File: config.mk
export PLATFORM = sky130hd
export DESIGN_NAME = cm_vshr_flat
export DESIGN_NICKNAME = d
export VERILOG_FILES = /design/src/rtl/cm_pkg.sv /design/src/rtl/cm_vshr_if.sv /design/src/rtl/cm_vshr_ctl.sv /design/src/rtl/cm_vshr.sv /design/src/flat_wrapper.sv
export SDC_FILE = /design/constraint.sdc
export NUM_CORES = 1
export LEC_CHECK = 0
export BUFFER_PORTS_ARGS = -buffer_cell sky130_fd_sc_hd__buf_2
export CORE_ASPECT_RATIO = 1.25
export CORE_MARGIN = 5
export CORE_UTILIZATION = 51
export DETAILED_ROUTE_END_ITERATION = 10
export PLACE_DENSITY = 0.84
export REMOVE_ABC_BUFFERS = 1
export SLEW_MARGIN = 30
export SYNTH_ARGS = -nofsm -noshare
export SYNTH_HDL_FRONTEND = slang
export SYNTH_SLANG_ARGS = --single-unit
File: constraint.sdc
create_clock -name i_clk -period 4.4 [get_ports i_clk]
set_clock_uncertainty 0.1 [all_clocks]
set_input_delay 0.44 -clock i_clk [delete_from_list [all_inputs] [get_ports i_clk]]
set_output_delay 0.44 -clock i_clk [all_outputs]
set_load 0.02 [all_outputs]
File: src/rtl/cm_pkg.sv
// +---------------------------------------------------------------------------+
// | cm_pkg : shared types and helpers for the cm_* delay-line family          |
// | Rev 1.0                                                                   |
// +---------------------------------------------------------------------------+
`default_nettype none

package cm_pkg;

   typedef enum logic [0:0] {
      SHR_RST_FIRST = 1'b0,
      SHR_RST_FULL  = 1'b1
   } t_shr_rst;

   function automatic int unsigned f_clamp_sel(input int unsigned sel, input int unsigned len);
      return (sel > len) ? len : sel;
   endfunction

endpackage

`default_nettype wire

File: src/rtl/cm_vshr_if.sv
// +---------------------------------------------------------------------------+
// | cm_vshr_if : stream/tap bundle of the variable delay line                 |
// | Rev 1.0                                                                   |
// +---------------------------------------------------------------------------+
`default_nettype none

interface cm_vshr_if #(
   parameter int  LEN   = 4,
   parameter type DTYPE = logic [7:0]
);
   localparam int SW = $clog2(LEN + 1);

   logic                 i_en;
   logic                 i_flush;
   logic                 i_vld;
   DTYPE                 i_data;
   logic [SW-1:0]        i_sel;
   logic                 o_vld;
   DTYPE                 o_data;
   logic [LEN-1:0]       o_tap_vld;
   DTYPE [LEN-1:0]       o_taps;
   logic [SW-1:0]        o_cnt;

   modport master (
      output i_en, i_flush, i_vld, i_data, i_sel,
      input  o_vld, o_data, o_tap_vld, o_taps, o_cnt
   );

   modport slave (
      input  i_en, i_flush, i_vld, i_data, i_sel,
      output o_vld, o_data, o_tap_vld, o_taps, o_cnt
   );

endinterface

`default_nettype wire

File: src/rtl/cm_vshr_ctl.sv
// +---------------------------------------------------------------------------+
// | cm_vshr_ctl : valid-bit chain with reset/flush priority and occupancy     |
// | Rev 1.0                                                                   |
// +---------------------------------------------------------------------------+
`default_nettype none

module cm_vshr_ctl #(
   parameter  int LEN = 4,
   localparam int SW  = $clog2(LEN + 1)
) (
   input  wire logic           i_clk,
   input  wire logic           i_rst,
   input  wire logic           i_en,
   input  wire logic           i_flush,
   input  wire logic           i_vld,
   output logic [LEN-1:0]      vld_o,
   output logic [SW-1:0]       cnt_o
);

   logic [LEN-1:0] vld_q, vld_d;
   logic [SW-1:0]  cnt_q, cnt_d;

   // Count tracks entry at stage 0 and exit past the last stage, so it
   // always equals the number of set valid bits without a popcount tree.
   always_comb begin
      vld_d    = vld_q;
      cnt_d    = cnt_q;
      if (i_en) begin
         vld_d[0] = i_vld;
         for (int k = 1; k < LEN; k++) begin
            vld_d[k] = vld_q[k-1];
         end
         cnt_d = cnt_q + SW'(i_vld) - SW'(vld_q[LEN-1]);
      end
   end

   always_ff @(posedge i_clk) begin
      if (i_rst || i_flush) begin
         vld_q <= '0;
         cnt_q <= '0;
      end else begin
         vld_q <= vld_d;
         cnt_q <= cnt_d;
      end
   end

   assign vld_o = vld_q;
   assign cnt_o = cnt_q;

   a_cnt_pop : assert property (@(posedge i_clk) disable iff (i_rst)
      cnt_q == SW'($countones(vld_q)));

endmodule

`default_nettype wire

File: src/rtl/cm_vshr.sv
// +---------------------------------------------------------------------------+
// | cm_vshr : stall-aware variable-tap delay line with per-stage valid        |
// | Rev 1.0                                                                   |
// +---------------------------------------------------------------------------+
`default_nettype none

module cm_vshr
   import cm_pkg::*;
#(
   parameter int       LEN      = 4,
   parameter type      DTYPE    = logic [7:0],
   parameter t_shr_rst RST_MODE = SHR_RST_FIRST,
   localparam int      SW       = $clog2(LEN + 1)
) (
   input  wire logic   i_clk,
   input  wire logic   i_rst,
   cm_vshr_if.slave    bus
);

   generate
      if (LEN < 1 || LEN > 255) begin : g_len_err
         $error("cm_vshr: LEN must be in 1..255");
      end
   endgenerate

   DTYPE [LEN-1:0] data_q;
   logic [LEN-1:0] vld_w;
   logic [SW-1:0]  sel_c;

   cm_vshr_ctl #(.LEN(LEN)) u_ctl (
      .i_clk   (i_clk),
      .i_rst   (i_rst),
      .i_en    (bus.i_en),
      .i_flush (bus.i_flush),
      .i_vld   (bus.i_vld),
      .vld_o   (vld_w),
      .cnt_o   (bus.o_cnt)
   );

   // Flush never touches payload; only reset clears it, and only stage 0
   // unless the full-clear variant is selected.
   always_ff @(posedge i_clk) begin
      if (i_rst) begin
         data_q[0] <= '0;
      end else if (bus.i_en) begin
         data_q[0] <= bus.i_data;
      end
      for (int k = 1; k < LEN; k++) begin
         if (i_rst && (RST_MODE == SHR_RST_FULL)) begin
            data_q[k] <= '0;
         end else if (bus.i_en) begin
            data_q[k] <= data_q[k-1];
         end
      end
   end

   assign sel_c = SW'(f_clamp_sel(32'(bus.i_sel), LEN));

   always_comb begin
      bus.o_data = bus.i_data;
      bus.o_vld  = bus.i_vld;
      for (int k = 1; k <= LEN; k++) begin
         if (sel_c == SW'(k)) begin
            bus.o_data = data_q[k-1];
            bus.o_vld  = vld_w[k-1];
         end
      end
   end

   assign bus.o_tap_vld = vld_w;
   assign bus.o_taps    = data_q;

endmodule

`default_nettype wire
File: src/flat_wrapper.sv
// flat-port wrapper written by rule: the top's interface ports become plain ports
module cm_vshr_flat import cm_pkg::*;
#(
   parameter int       LEN      = 4,
   parameter type      DTYPE    = logic [7:0],
   parameter t_shr_rst RST_MODE = SHR_RST_FIRST,
   localparam int      SW       = $clog2(LEN + 1)
)
  (i_clk, i_rst, bus_i_en, bus_i_flush, bus_i_vld, bus_i_data, bus_i_sel, bus_o_vld, bus_o_data, bus_o_tap_vld, bus_o_taps, bus_o_cnt);
  cm_vshr_if #(.LEN(LEN), .DTYPE(DTYPE)) bus_i ();
  input  wire logic i_clk;
  input  wire logic i_rst;
  input wire logic [$bits(bus_i.i_en)-1:0] bus_i_en;
  input wire logic [$bits(bus_i.i_flush)-1:0] bus_i_flush;
  input wire logic [$bits(bus_i.i_vld)-1:0] bus_i_vld;
  input wire logic [$bits(bus_i.i_data)-1:0] bus_i_data;
  input wire logic [$bits(bus_i.i_sel)-1:0] bus_i_sel;
  output wire logic [$bits(bus_i.o_vld)-1:0] bus_o_vld;
  output wire logic [$bits(bus_i.o_data)-1:0] bus_o_data;
  output wire logic [$bits(bus_i.o_tap_vld)-1:0] bus_o_tap_vld;
  output wire logic [$bits(bus_i.o_taps)-1:0] bus_o_taps;
  output wire logic [$bits(bus_i.o_cnt)-1:0] bus_o_cnt;
  assign bus_i.i_en = bus_i_en;
  assign bus_i.i_flush = bus_i_flush;
  assign bus_i.i_vld = bus_i_vld;
  assign bus_i.i_data = bus_i_data;
  assign bus_i.i_sel = bus_i_sel;
  assign bus_o_vld = bus_i.o_vld;
  assign bus_o_data = bus_i.o_data;
  assign bus_o_tap_vld = bus_i.o_tap_vld;
  assign bus_o_taps = bus_i.o_taps;
  assign bus_o_cnt = bus_i.o_cnt;
  cm_vshr #(.LEN(LEN), .DTYPE(DTYPE), .RST_MODE(RST_MODE)) u_core (.i_clk(i_clk), .i_rst(i_rst), .bus(bus_i));
endmodule
# == Yosys cells after proc, flatten, opt, wreduce, memory -nomap -nowiden ==
# Cells that the tools add are included.
# totals
ff_bits,39
latch_bits,0
mem_bits_rw,0
rom_bits,0
in_bits,16
output_inout_bits,48
word_cells,23
mem_count,0
# op_classes
n_addsub,2
multipliers,0
div,0
magnitude_cmp,1
n_eq_ne,4
n_shift,0
n_mux,9
n_bitwise,0
reduce_logical,1
# op_table
cell,n
8-bit two-way mux,4
"3-bit by 2-bit == test with 1-bit output, second input constant",2
1-bit two-way mux,4
3-bit by 1-bit adder with 3-bit output,1
"3-bit by 1-bit == test with 1-bit output, second input constant",1
"3-bit == test, second input constant",1
"3-bit > comparator, second input constant",1
3-bit two-way mux,1
3-bit by 1-bit subtractor with 3-bit output,1
1-bit logical OR,1

# == Depth between registers and ports, before layout ==
# logic_depth
depth_word,7
mapped_depth,8

# == Cells and area by module ==
# A second synthesis with hierarchy kept.
# unflattened
hier_cells,130
hier_area_um2,1659.1
# by_module_without_submodules
module,n_inst,cells_each,area_per_inst_um2
cm_vshr,1,97,1322.5
cm_vshr_ctl,1,33,336.6

# == Worst setup path after synthesis ==
# OpenSTA, ideal clock, no wires.
# synth_path
kind,register to register
from,"reg u_core.u_ctl.cnt_q[0], in the netlist u_core.u_ctl.cnt_o[0]"
to,"reg u_core.u_ctl.cnt_q[2], in the netlist u_core.u_ctl.cnt_o[2]"
arrival_ns,1.914
required_time_ns,4.230
slack_ns,2.316
path_stages_with_launch,9
path_buffers,0
period_less_slack_ns,2.084
path_cell_list,dfxtp_1 inv_1 ha_1 inv_1 ha_1 fa_1 xor2_1 or3_1 a21oi_1
# synth_between
elab_chain_cells,2
# synth_rtl
element,line,source
start: declaration,cm_vshr_ctl.sv:21,"logic [SW-1:0] cnt_q, cnt_d;"
start signal: assignment,cm_vshr_ctl.sv:43,cnt_q <= cnt_d;
3-bit by 1-bit adder with 3-bit output,cm_vshr_ctl.sv:33,cnt_d = cnt_q + SW'(i_vld) - SW'(vld_q[LEN-1]);
3-bit by 1-bit subtractor with 3-bit output,cm_vshr_ctl.sv:33,
# Every way passes these cells.
# A chain may end at the register's enable or synchronous reset.

# == Final worst setup path ==
# layout_path
from,in bus_i_sel[2]
to,out bus_o_data[4]
# layout_between
elab_chain_cells,7
# layout_rtl
element,line,source
start: declaration,flat_wrapper.sv:17,input wire logic [$bits(bus_i.i_sel)-1:0] bus_i_sel;
3-bit > comparator,cm_pkg.sv:15,return (sel > len) ? len : sel;
3-bit two-way mux (*),cm_pkg.sv:15,
3-bit by 1-bit == test with 1-bit output,cm_vshr.sv:63,if (sel_c == SW'(k)) begin
8-bit two-way mux (3 in series),cm_vshr.sv:63,
8-bit two-way mux (*),cm_vshr.sv:63,
end: declaration,flat_wrapper.sv:19,output wire logic [$bits(bus_i.o_data)-1:0] bus_o_data;
# Every way passes the cells marked *; elsewhere a longest branch is shown, timed or not.

==> results.py <==
metrics = {
    "floorplanning": {
        "row_count": 23,
        "die_x_um": 60.5,
        "ios": 64,
        "die_area_um2": 4420,
        "core_um2": 3140,
        "die_y_um": 73.1,
        "start_util_pct": 51.7,
    },
    "grt": {
        "grt_max_degree": 40,
        "grt_pass1_wl_um": 6110,
        "grtUsageTotal_pct": 19.0,
        "gr-total-overflow": 0,
        "grt_pass1_vias": 1325,
        "antenna_found_initial": 0,
    },
    "clock_network": {
        "clockBufferDepth": 2,
        "numCtsBuffers": 5,
        "cts_tree": "done",
        "cts-resized-gates": 0,
        "path_clk_slew_ns": 0.08,
        "htreeDepth": 2,
        "cts_sinks": 39,
        "root_buffer": "clkbuf_8",
        "worstSkewPairLatency_ns": 0.29,
        "ctsHoldBuffers": 0,
        "postCtsSetupBuffers": 0,
    },
    "detailed_routing": {
        "antenna_left": 0,
        "wl_met2_um": 1800,
        "wl_met3_um": 373,
        "drtIter0Drc": 51,
        "top_layer_used": "met4",
        "num_vias": 1279,
        "finalWirelength_um": 3750,
        "viasPerCell": 5.56,
        "wl_met1_um": 1470,
        "drc": 0,
        "first_pass_iters": 4,
        "post_drt_wl_per_cell_um": 16.3,
    },
    "power": {
        "power.density_nw_per_um2": 405,
        "p_leak_nw": 0.935,
        "vdd_ir_drop_max_v": 0.000319,
        "total_power_uw": 826,
    },
    "timing": {
        "tightest_slew_ns": 0.955,
        "setup_viol": 0,
        "fin_tns_setup_ns": 0,
        "hold_viol": 0,
        "max_slew_margin_pct": 36.3,
        "fin_crit_ns": 2.35,
        "drv_slew": 0,
        "rsz0062_at_grt": "no",
        "max_freq_mhz": 426,
        "timing.final.crit_share_pct": 53.4,
    },
    "run": {
        "max_cap_violations": 0,
    },
    "hold_path": {
        "hp-class": "input pin to flop",
    },
    "logic_synthesis": {
        "yosys_warnings": 0,
        "yosys-top-cells-area": "edfxtp_1, dfxtp_1, mux2i_1",
        "synth_top_area_share_pct": 44.4,
        "async_flop_share_pct": 0,
        "synth_edf_count": 24,
        "yosys.area.top_type": "edfxtp_1",
        "synth_flop_cell": "edfxtp_1",
        "ys_ff_latch": 39,
        "synth_commonest_cells": "edfxtp_1, nor2_1, o22ai_1",
        "ys_types": 25,
        "post-synth-top-count-cell": "edfxtp_1",
        "seq_area_frac_synth_pct": 62.9,
        "synthCells": 131,
        "syn-cell-area_um2": 1620,
        "syn_area_per_cell_um2": 12.4,
    },
    "layout": {
        "multiInputGateArea_um2": 533,
        "syn2layout_area_growth_pct": 25.8,
        "seq_area_um2": 1020,
        "layout.nets": 211,
        "fillCellCount": 248,
        "final_cells": 230,
        "antenna_cells": 0,
        "layout-drive-gt1-share_pct": 37.8,
    },
    "critical_path": {
        "critPathMaxStageDelay_ns": 0.49,
        "critPathBufInv": 2,
        "worstSetupPathType": "input pin to output pin",
        "critPathMostFrequentCell": "buf_2",
        "cp-end-kind": "output pin",
        "worstPathArrival_ns": 1.81,
        "path_cells": "buf_2 -> o21ba_1 -> o22ai_1 -> o31ai_1 -> buf_2",
        "required_ns": 3.86,
        "cp_max_fo": 20,
        "timing.critical_path.from_type": "input pin",
        "crit_family": "compound AO/OA/AOI/OAI gates",
        "critPathSlowestCell": "o21ba_1",
    },
    "placed_design": {
        "dp.cells": 222,
        "io_buffers": 63,
        "dp_hpwl_um": 2670,
        "gp_congestion": 0.725,
    },
    "outcome": {
        "run_status": "completed",
    },
}
## path summary, 6_finish.rpt
check / from / endpoint / slack, ns / cells past startpoint
setup reg to reg: u_core.u_ctl.cnt_o[0] / u_core.u_ctl.cnt_o[2] / 2.39 / 8
hold reg to reg: u_core.bus.o_taps[13] / u_core.bus.o_taps[21] / 0.38 / 0
hold / removal: bus_i_data[2] / u_core.bus.o_taps[2] / 0.30 / 3
setup / recovery: bus_i_sel[2] / bus_o_data[4] / 2.05 / 5
## report_power, final
| group | switching, mW | internal (mW) |
|---|---|---|
| Combinational | 0.0769 | 0.0401 |
| Clock | 0.120 | 0.166 |
| Sequential | 0.0136 | 0.410 |
## layer usage
metal  GRT usage, %  vias to the layer above
li1               -                      604
met1           21.3                      603
met2           32.0                       61
met3           6.37                       11
met4           8.92                        0
met5              0                        -
## through the flow
step                      utilization [%]  hold slack [ns]  setup WS (ns)  cell area (um2)
after global placement               61.7            0.356           2.10             1930
after global routing                 65.1            0.303           1.93             2040
after floorplan                         -            0.412           2.32             1570
after detailed placement             61.7            0.361           2.06             1930
after CTS                            65.1            0.293           2.06             2040
final                                65.1            0.301           2.05             2040
## kinds of logic (layout without fill, tap and decap cells)
kind of cell	count (synthesis)	after routing	share of synthesized area, %
mux	15	15	9.25
simple gates	31	31	8.17
fa+ha+maj	3	3	2.78
xor+xnor	1	1	0.540
compound gates	28	28	12.1
buf+inv	14	76	4.24
flops	39	39	62.9
## cell usage in the layout, fill, tap and decap left out, types with 2 or more instances in the layout
cell and n:
nand2_1 9, nor2_1 16, o22ai_1 16, inv_1 4
buf_2 63, ha_1 2, mux2i_1 15, nand2b_1 2
edfxtp_1 24, dfxtp_1 15, o31ai_1 8, clkbuf_8 5
## area by class of cell
cell class / instances / area share (%)
Sequential cell: 39 / 50.0
Multi-Input combinational cell: 78 / 26.1
Timing Repair Buffer: 63 / 15.4
Clock buffer: 5 / 3.37
Tap cell: 37 / 2.27
Clock inverter: 3 / 1.90
Inverter: 5 / 0.919
## flip-flops by register name (all words and copies together), names as in the netlist
| register | flops |
|---|---|
| u_core.u_ctl.vld_o | 4 |
| u_core.bus.o_taps | 32 |
| u_core.u_ctl.cnt_o | 3 |
## worst register-to-register path, cell delays in order, from the launching register on
cell and delay, ns:
dfxtp_1 0.34, inv_1 0.05, ha_1 0.27, inv_1 0.04
ha_1 0.18, fa_1 0.37, xor2_1 0.16, or3_1 0.30
a21oi_1 0.13
Power figures use the tool's default switching activity.
